## src/rtl/ql_dsp_mac_pipe.sv

```systemverilog
// ql_dsp_mac_pipe: 3-stage valid-qualified multiply-accumulate DSP tile.
// Stage 1 registers operands and controls, stage 2 forms the product and stage 3
// accumulates, rounds, shifts and saturates.
// Optional feature macro: QL_DSP_STICKY_OVF_EN builds the sticky overflow register;
// without it ovf_sticky_o is tied low.
module ql_dsp_mac_pipe #(
  parameter int unsigned A_WIDTH    = 20,
  parameter int unsigned B_WIDTH    = 18,
  parameter int unsigned Z_WIDTH    = 38,
  parameter int unsigned GUARD_BITS = 4,
  parameter int unsigned NUM_COEF   = 4,
  parameter int unsigned SHIFT_W    = 6,
  localparam int unsigned CSEL_W    = (NUM_COEF > 1) ? $clog2(NUM_COEF) : 1
) (
  input  logic                         clock,
  input  logic                         reset,
  input  logic                         valid_i,
  input  logic [A_WIDTH-1:0]           a_i,
  input  logic [B_WIDTH-1:0]           b_i,
  input  logic                         unsigned_a_i,
  input  logic                         unsigned_b_i,
  input  logic [1:0]                   mode_i,
  input  logic [CSEL_W-1:0]            coef_sel_i,
  input  logic [NUM_COEF*B_WIDTH-1:0]  coef_i,
  input  logic                         load_acc_i,
  input  logic                         subtract_i,
  input  logic [SHIFT_W-1:0]           shift_right_i,
  input  logic                         round_i,
  input  logic                         saturate_enable_i,
  output logic [Z_WIDTH-1:0]           z_o,
  output logic                         valid_o,
  output logic                         overflow_o,
  output logic                         ovf_sticky_o,
  output logic [B_WIDTH-1:0]           dly_b_o
);

  localparam int unsigned ACC_W = A_WIDTH + B_WIDTH + GUARD_BITS;
  localparam int unsigned SH_W  = $clog2(ACC_W);

  // Stage 1 state
  logic                r_valid1, r_ua1, r_ub1, r_load1, r_sub1, r_round1, r_sat1;
  logic [A_WIDTH-1:0]  r_a1;
  logic [B_WIDTH-1:0]  r_b1, r_opb1;
  logic [1:0]          r_mode1;
  logic [SHIFT_W-1:0]  r_shift1;
  // Stage 2 state
  logic                r_valid2, r_load2, r_round2, r_sat2;
  logic signed [ACC_W-1:0] r_prod2;
  logic [1:0]          r_mode2;
  logic [SHIFT_W-1:0]  r_shift2;
  // Stage 3 state
  logic                r_valid3, r_ovf;
  logic signed [ACC_W-1:0] r_acc;
  logic [Z_WIDTH-1:0]  r_z;

  logic [B_WIDTH-1:0]      w_coef, w_opb;
  logic signed [A_WIDTH:0] w_a_ext;
  logic signed [B_WIDTH:0] w_b_ext;
  logic signed [ACC_W-1:0] w_prod, w_acc_next;
  logic                    w_restart, w_ovf;
  logic [SH_W-1:0]         w_sh;
  logic signed [ACC_W:0]   w_ext, w_rnd_add, w_sum, w_shifted;
  logic [ACC_W-Z_WIDTH+1:0] w_hi;
  logic [Z_WIDTH-1:0]      w_clamp, w_z;

  // Coefficient mux; out-of-range selects fall back to coefficient 0
  always_comb begin
    w_coef = coef_i[B_WIDTH-1:0];
    for (int unsigned k = 0; k < NUM_COEF; k++) begin
      if (32'(coef_sel_i) == k) w_coef = coef_i[k*B_WIDTH +: B_WIDTH];
    end
    w_opb = mode_i[1] ? w_coef : b_i;
  end

  // Stage 1: capture operands and controls every cycle
  always_ff @(posedge clock) begin
    if (reset) begin
      r_valid1 <= 1'b0;
      r_a1     <= '0;
      r_b1     <= '0;
      r_opb1   <= '0;
      r_ua1    <= 1'b0;
      r_ub1    <= 1'b0;
      r_mode1  <= '0;
      r_load1  <= 1'b0;
      r_sub1   <= 1'b0;
      r_shift1 <= '0;
      r_round1 <= 1'b0;
      r_sat1   <= 1'b0;
    end else begin
      r_valid1 <= valid_i;
      r_a1     <= a_i;
      r_b1     <= b_i;
      r_opb1   <= w_opb;
      r_ua1    <= unsigned_a_i;
      r_ub1    <= unsigned_b_i;
      r_mode1  <= mode_i;
      r_load1  <= load_acc_i;
      r_sub1   <= subtract_i;
      r_shift1 <= shift_right_i;
      r_round1 <= round_i;
      r_sat1   <= saturate_enable_i;
    end
  end

  // Extend each operand by one bit so signed/unsigned share one signed multiplier
  always_comb begin
    w_a_ext = {(r_ua1 ? 1'b0 : r_a1[A_WIDTH-1]), r_a1};
    w_b_ext = {(r_ub1 ? 1'b0 : r_opb1[B_WIDTH-1]), r_opb1};
    w_prod  = ACC_W'(w_a_ext) * ACC_W'(w_b_ext);
  end

  // Stage 2: register the (optionally negated) product and pipelined controls
  always_ff @(posedge clock) begin
    if (reset) begin
      r_valid2 <= 1'b0;
      r_prod2  <= '0;
      r_mode2  <= '0;
      r_load2  <= 1'b0;
      r_shift2 <= '0;
      r_round2 <= 1'b0;
      r_sat2   <= 1'b0;
    end else begin
      r_valid2 <= r_valid1;
      r_prod2  <= r_sub1 ? -w_prod : w_prod;
      r_mode2  <= r_mode1;
      r_load2  <= r_load1;
      r_shift2 <= r_shift1;
      r_round2 <= r_round1;
      r_sat2   <= r_sat1;
    end
  end

  // Accumulate, then round/shift/saturate the new accumulator value for output
  always_comb begin
    w_restart  = (r_mode2 == 2'b00) || (r_mode2 == 2'b11) || r_load2;
    w_acc_next = w_restart ? r_prod2 : r_acc + r_prod2;
    if (32'(r_shift2) > ACC_W - 1) w_sh = SH_W'(ACC_W - 1);
    else                           w_sh = SH_W'(r_shift2);
    // One extra MSB so the rounding increment cannot wrap
    w_ext     = {w_acc_next[ACC_W-1], w_acc_next};
    w_rnd_add = '0;
    if (r_round2 && (w_sh != '0)) w_rnd_add = (ACC_W+1)'(1) << (w_sh - SH_W'(1));
    w_sum     = w_ext + w_rnd_add;
    w_shifted = w_sum >>> w_sh;
    // In range iff every bit from the Z sign bit upward agrees
    w_hi      = w_shifted[ACC_W:Z_WIDTH-1];
    w_ovf     = ~((&w_hi) | ~(|w_hi));
    w_clamp   = w_shifted[ACC_W] ? {1'b1, {(Z_WIDTH-1){1'b0}}} : {1'b0, {(Z_WIDTH-1){1'b1}}};
    w_z       = (w_ovf && r_sat2) ? w_clamp : w_shifted[Z_WIDTH-1:0];
  end

  // Stage 3: update accumulator and result only for valid samples; bubbles hold
  always_ff @(posedge clock) begin
    if (reset) begin
      r_valid3 <= 1'b0;
      r_acc    <= '0;
      r_z      <= '0;
      r_ovf    <= 1'b0;
    end else begin
      r_valid3 <= r_valid2;
      if (r_valid2) begin
        r_acc <= w_acc_next;
        r_z   <= w_z;
        r_ovf <= w_ovf;
      end
    end
  end

`ifdef QL_DSP_STICKY_OVF_EN
  logic r_sticky;

  // Sticky overflow: set by any overflowing output, cleared by a clean load
  always_ff @(posedge clock) begin
    if (reset) begin
      r_sticky <= 1'b0;
    end else if (r_valid2) begin
      if (w_ovf)        r_sticky <= 1'b1;
      else if (r_load2) r_sticky <= 1'b0;
    end
  end

  assign ovf_sticky_o = r_sticky;
`else
  assign ovf_sticky_o = 1'b0;
`endif

  assign z_o        = r_z;
  assign valid_o    = r_valid3;
  assign overflow_o = r_ovf;
  assign dly_b_o    = r_b1;

endmodule
```

## config.mk

```make
export PLATFORM = sky130hd
export DESIGN_NAME = ql_dsp_mac_pipe
export DESIGN_NICKNAME = d
export VERILOG_FILES = /design/src/rtl/ql_dsp_mac_pipe.sv
export SDC_FILE = /design/constraint.sdc
export NUM_CORES = 2
export LEC_CHECK = 0
export CAP_MARGIN = 5
export CORE_UTILIZATION = 35
export CTS_BUF_LIST = sky130_fd_sc_hd__clkbuf_8
export CTS_CLUSTER_SIZE = 25
export DETAILED_ROUTE_END_ITERATION = 6
export GPL_ROUTABILITY_DRIVEN = 0
export GPL_TIMING_DRIVEN = 1
export PLACE_DENSITY = 0.62
export SYNTH_ARGS = -nofsm -noshare
export SYNTH_HDL_FRONTEND = slang
export SYNTH_SLANG_ARGS = --single-unit
```

## constraint.sdc

```tcl
create_clock -name clock -period 12.9 [get_ports clock]
set_input_delay 3.87 -clock clock [delete_from_list [all_inputs] [get_ports clock]]
set_output_delay 3.87 -clock clock [all_outputs]
set_load 0.01 [all_outputs]
```

* After elaboration in Yosys (flattened, before gate mapping)
Cells that the tools add are included.
** Word-level totals
- Input port bits :: 129
- Output and inout bits :: 59
- Word-level logic and storage cells :: 58
- Bits in registers :: 207
** Cells by class
- Mux-type cells :: 12
- $lt $le $gt $ge :: 1
- Bitwise operators :: 3
- $add $sub $neg :: 4
- Reductions and logical operators :: 8
- $mul :: 1
- Equal/unequal tests :: 4
- Shift-type cells :: 2
** Operators by type and width (number)
- 42-bit two-way mux :: 2
- 38-bit two-way mux :: 2
- 18-bit two-way mux :: 4
- 42-bit by 43-bit adder with 43-bit output :: 1
- 43-bit two-way mux :: 1
- 1-bit by 6-bit left shift with 43-bit output, first input constant :: 1
- 43-bit by 6-bit >>> shifter with 43-bit output :: 1
- 42-bit adder :: 1
- 40-bit negation with 42-bit output :: 1
- 21-bit by 19-bit multiplier with 40-bit output :: 1
- 2-bit == test, second input constant :: 3
- 6-bit > comparator, second input constant :: 1
- 6-bit two-way mux :: 1
- 6-bit AND reduction :: 1
- 6-bit nonzero test :: 1
- 6-bit OR reduction :: 1
- 6-bit by 1-bit subtractor with 6-bit output, second input constant :: 1
- 2-bit by 1-bit == test with 1-bit output, second input constant :: 1
- 1-bit logical AND :: 2
- 2-bit logical NOT :: 1
- 1-bit logical OR :: 2
- 1-bit two-way mux :: 2
- 1-bit NOT :: 2
- 1-bit OR :: 1

* Depth between registers and ports, before layout
- Word-level depth :: 13
- Gate-level depth with buffers :: 33

* Worst setup path before layout
OpenSTA, ideal clock, no wires.
- Path kind :: register to register
- Start point :: reg r_a1[14]
- End point :: reg r_prod2[39]
- Arrival :: 7.812 ns
- Slack :: 4.961 ns
- Buffers on the path :: 3
- Required time :: 12.772 ns
- Library setup time :: 0.128 ns
- Stages on the path, launching flop included :: 31
- Cells stage by stage :: dfxtp_1 clkbuf_1 clkbuf_1 nand2_1 fa_1 inv_1 fa_1 inv_1 fa_1 fa_1 fa_1 inv_1 fa_1 inv_1 fa_1 inv_1 ha_1 clkbuf_1 a21o_1 a21oi_1 o221ai_1 a221oi_1 a21oi_1 nor2_1 xnor2_1 or2_2 or4_1 or2_1 o31a_1 xnor2_1 nor2_1
** Between the ends
- Word-level cells in the longest chain between the ends :: 3
** Ends and longest elaborated chain
- from (decl) :: line 42 : logic [A_WIDTH-1:0] r_a1;
- from (signal assigned) :: line 92 : r_a1 <= a_i;
- 21-bit by 19-bit multiplier with 40-bit output (*) :: line 110 : w_prod = ACC_W'(w_a_ext) * ACC_W'(w_b_ext);
- 40-bit negation with 42-bit output :: line 125 : r_prod2 <= r_sub1 ? -w_prod : w_prod;
- 42-bit two-way mux (*) :: line 125
- to (signal assigned) :: line 125
- to (decl) :: line 48 : logic signed [ACC_W-1:0] r_prod2;
Mark *: on every way between the ends. The rest lies on a longest branch, timed or not.
A chain may end at the register's enable or synchronous reset.

* Worst setup path in the final report
- Start point :: reg r_opb1[17]
- End point :: reg r_prod2[39]
** Between the ends
- Word-level cells in the longest chain between the ends :: 4
** Ends and longest elaborated chain
- from (decl) :: line 43 : logic [B_WIDTH-1:0] r_b1, r_opb1;
- from (signal assigned) :: line 94 : r_opb1 <= w_opb;
- 1-bit two-way mux :: line 109 : w_b_ext = {(r_ub1 ? 1'b0 : r_opb1[B_WIDTH-1]), r_opb1};
- 21-bit by 19-bit multiplier with 40-bit output (*) :: line 110
- 40-bit negation with 42-bit output :: line 125
- 42-bit two-way mux (*) :: line 125
Marks and branches as above.

==> impl_metrics.toml <==
[cts]
cts_sinks = 207
ctsHoldBuffers = 0
numCtsBuffers = 40
clkTransAtPathRegs_ns = 0.06
cts_tree = "built"
postCtsSetupBuffers = 0
clk_latency_ns = 0.62
cts_resized = 0
htreeDepth = 2
clock_path_buffers = 3
cts_root_buffer = "clkbuf_8"

[grt]
grt_pass1_vias = 27500
grt_max_degree = 70
grt_remaining_overflow = 0
grt_use_total_pct = 20.3
grt_pass1_wl_um = 148000
antenna_found_initial = 3

[synthesis]
synth.most_common_cell = "inv_1"
synth.distinct_cells = 93
yosys.area_share.simple_pct = 19.6
synth_compound_area_share_pct = 16.2
synth.area.mux_share_pct = 4.31
synth_area_leaders = "fa_1 (26%), dfxtp_1 (13%), ha_1 (8.0%), inv_1 (5.9%), nand2_1 (5.8%)"
synthXorXnorAreaFrac_pct = 3.97
yosysTopAreaCellShare_pct = 25.9
synth_edf_count = 0
synth_top_family_by_area = "adder cells"
synth_top_area_cell = "fa_1"
netlist_top_cells_count = "inv_1 (491), nand2_1 (482), fa_1 (405)"
synth_seq_area_share_pct = 13.3
synth_area_sq_mm = 0.0313
synth-adder-area-share_pct = 34.0
ys_ff_latch = 207
ys.flop_type = "dfxtp_1"
post_synth.cell_area_avg_sq_um = 8.14
ys.warnings.count = 0
synthCells = 3838
synthArstFlopShare_pct = 0

[timing]
final_max_slew_viol_count = 0
worstMarginPinSlew_ns = 1.11
fmax_mhz = 114
setup_slack_ns = 4.11
hold_violations = 0
post-route-min-period_ns = 8.79
fin_hold_ws_ns = 0.436
rsz0062_at_grt = "no"
fin_skew_ns = 0.0311
setup_viol = 0
slew_headroom_pct = 26.1
finalCritPeriodShare_pct = 68.1
finalSetupTns_ns = 0

[floorplanning]
core_sq_mm = 0.0884
start_util_pct = 35.4
die_y_um = 301
io_pins = 188
rows = 109
fp.dieW_um = 301
die_area_sq_mm = 0.0905

[critical_path]
cp_common_cell = "fa_1"
end_kind = "register"
slowest_delay_ns = 0.80
critical_path_class = "register to register"
cp.arrival_ns = 9.27
critPathRequiredTime_ns = 13.39
crit_path_top_delay_cell = "dfxtp_1"
cp_max_fo = 22
reg2reg_setup_slack_ns = 4.11
cp-start-kind = "register"

[final_layout]
seqCellArea_sq_mm = 0.00415
final_nets = 4613
syn2layout_area_growth_pct = 11.6
fill_cells = 9064
n_antenna_cell = 0
multi_input_area_sq_mm = 0.0244
layout-drive-gt1-share_pct = 5.22

[routing]
avgViaCountPerCell = 5.35
drcViolationCount = 0
drtIter0Drc = 2016
via_count = 27200
first_pass_iters = 6
drtAntennaViolNets = 0
routedWlPerCell_um = 18.0
wl_um = 91300

[placement]
hpwl_um = 72000
dp_slack_ns = 4.13
port_buffers = 186

[flow_run]
max_cap_viol_count = 0

[pwr]
ir_drop_mv = 0.101
p_leak_nw = 15.6
powerDensity_mw_per_mm2 = 141

[status]
status = "finished clean"

[min_path]
min-delay-path-class = "register to register"
-- worst max-delay path: cells and delay by family, from the launching register on --
family,cells,cell delay (ns)
buffers and inverters,6,0.53
adders and majority gates,8,3.65
and+or+nand+nor,7,1.87
xor gates and xnor gates,2,0.28
AOI/OAI and AO/OA,6,1.52
DFF,1,0.80
-- cells by family (layout without fill, tap and decap cells) --
group	count (synthesis)	count (layout)
simple gates	1305	1305
other cells	1	2
mux	108	108
buf+inv	722	793
fa+ha+maj	606	606
flops	207	207
xor+xnor	140	140
compound gates	749	749
-- worst paths after layout --
path	start	endpoint	cells past startpoint
min	r_valid1	r_valid2	1
max	r_opb1[17]	r_prod2[39]	29
min reg2reg	r_valid1	r_valid2	1
max reg2reg	r_opb1[17]	r_prod2[39]	29
-- placed cells by master (no fill, tap or decap), types with 14 or more instances in the layout --
cell type	Yosys	routed
and2_1	153	153
a311oi_1	28	28
a21oi_1	184	184
xnor2_1	78	78
nor4_1	14	14
o21bai_1	18	18
a221oi_1	15	15
inv_1	491	496
clkbuf_8	0	49
o211ai_1	28	28
o21a_1	31	31
dfxtp_1	207	206
nand4_1	31	31
a31oi_1	23	23
nor3_1	70	70
mux4_2	19	19
nor2b_1	74	72
o31ai_1	28	28
xor2_1	61	61
fa_1	405	405
mux2i_1	67	67
and3_1	20	20
nand3_1	45	45
or2_2	18	18
buf_4	3	41
nand2_1	482	481
a211oi_1	46	46
mux2_2	22	22
or3_1	24	24
o21ai_0	142	142
nor2_1	312	312
ha_1	201	201
nand2b_1	24	23
a21o_1	52	52
clkdlybuf4s50_1	0	185
-- flip-flops by register name, summed over array words and instances (netlist names), 2 cells and up --
name,cells
r_acc,42
r_opb1,18
r_shift1,6
r_mode2,2
r_mode1,2
dly_b_o,18
r_shift2,6
r_a1,20
z_o,38
r_prod2,42
-- metrics by stage --
step | area (sq um) | cells | util (%) | power, mW
final | 34900 | 5075 | 39.5 | 4.90
after global placement | 34000 | 5001 | 38.5 | 4.16
after global routing | 34900 | 5075 | 39.5 | 5.39
after detailed placement | 34000 | 5001 | 38.5 | 4.19
after floorplan | 31300 | 3839 | - | 3.38
after CTS | 34900 | 5075 | 39.5 | 4.93
-- cell type report --
class / count / area share, %
clock buffer: 49 / 1.93
sequential: 207 / 11.9
timing repair buffer: 227 / 6.23
tap: 1165 / 4.18
clock inverter: 25 / 0.509
multi-input combinational: 2910 / 70.0
inverter: 492 / 5.30
-- where the power goes --
group	internal [mW]	switching (mW)	leakage (nW)	total (mW)
Combinational	1.38	2.00	13.5	3.38
Sequential	0.726	0.0970	1.71	0.823
Clock	0.373	0.326	0.455	0.700
Total	2.48	2.42	15.6	4.90
-- per-layer routing --
metal	up-vias	GRT usage (%)	routed length, um	share of wire, %
li1	12800	-	-	-
met1	13100	26.8	40000	44
met2	1013	33.8	42200	46
met3	207	2.76	5960	6.5
met4	0	7.52	3250	3.6
met5	-	0	0	0
Note: power is estimated with default switching activity, not from simulation.
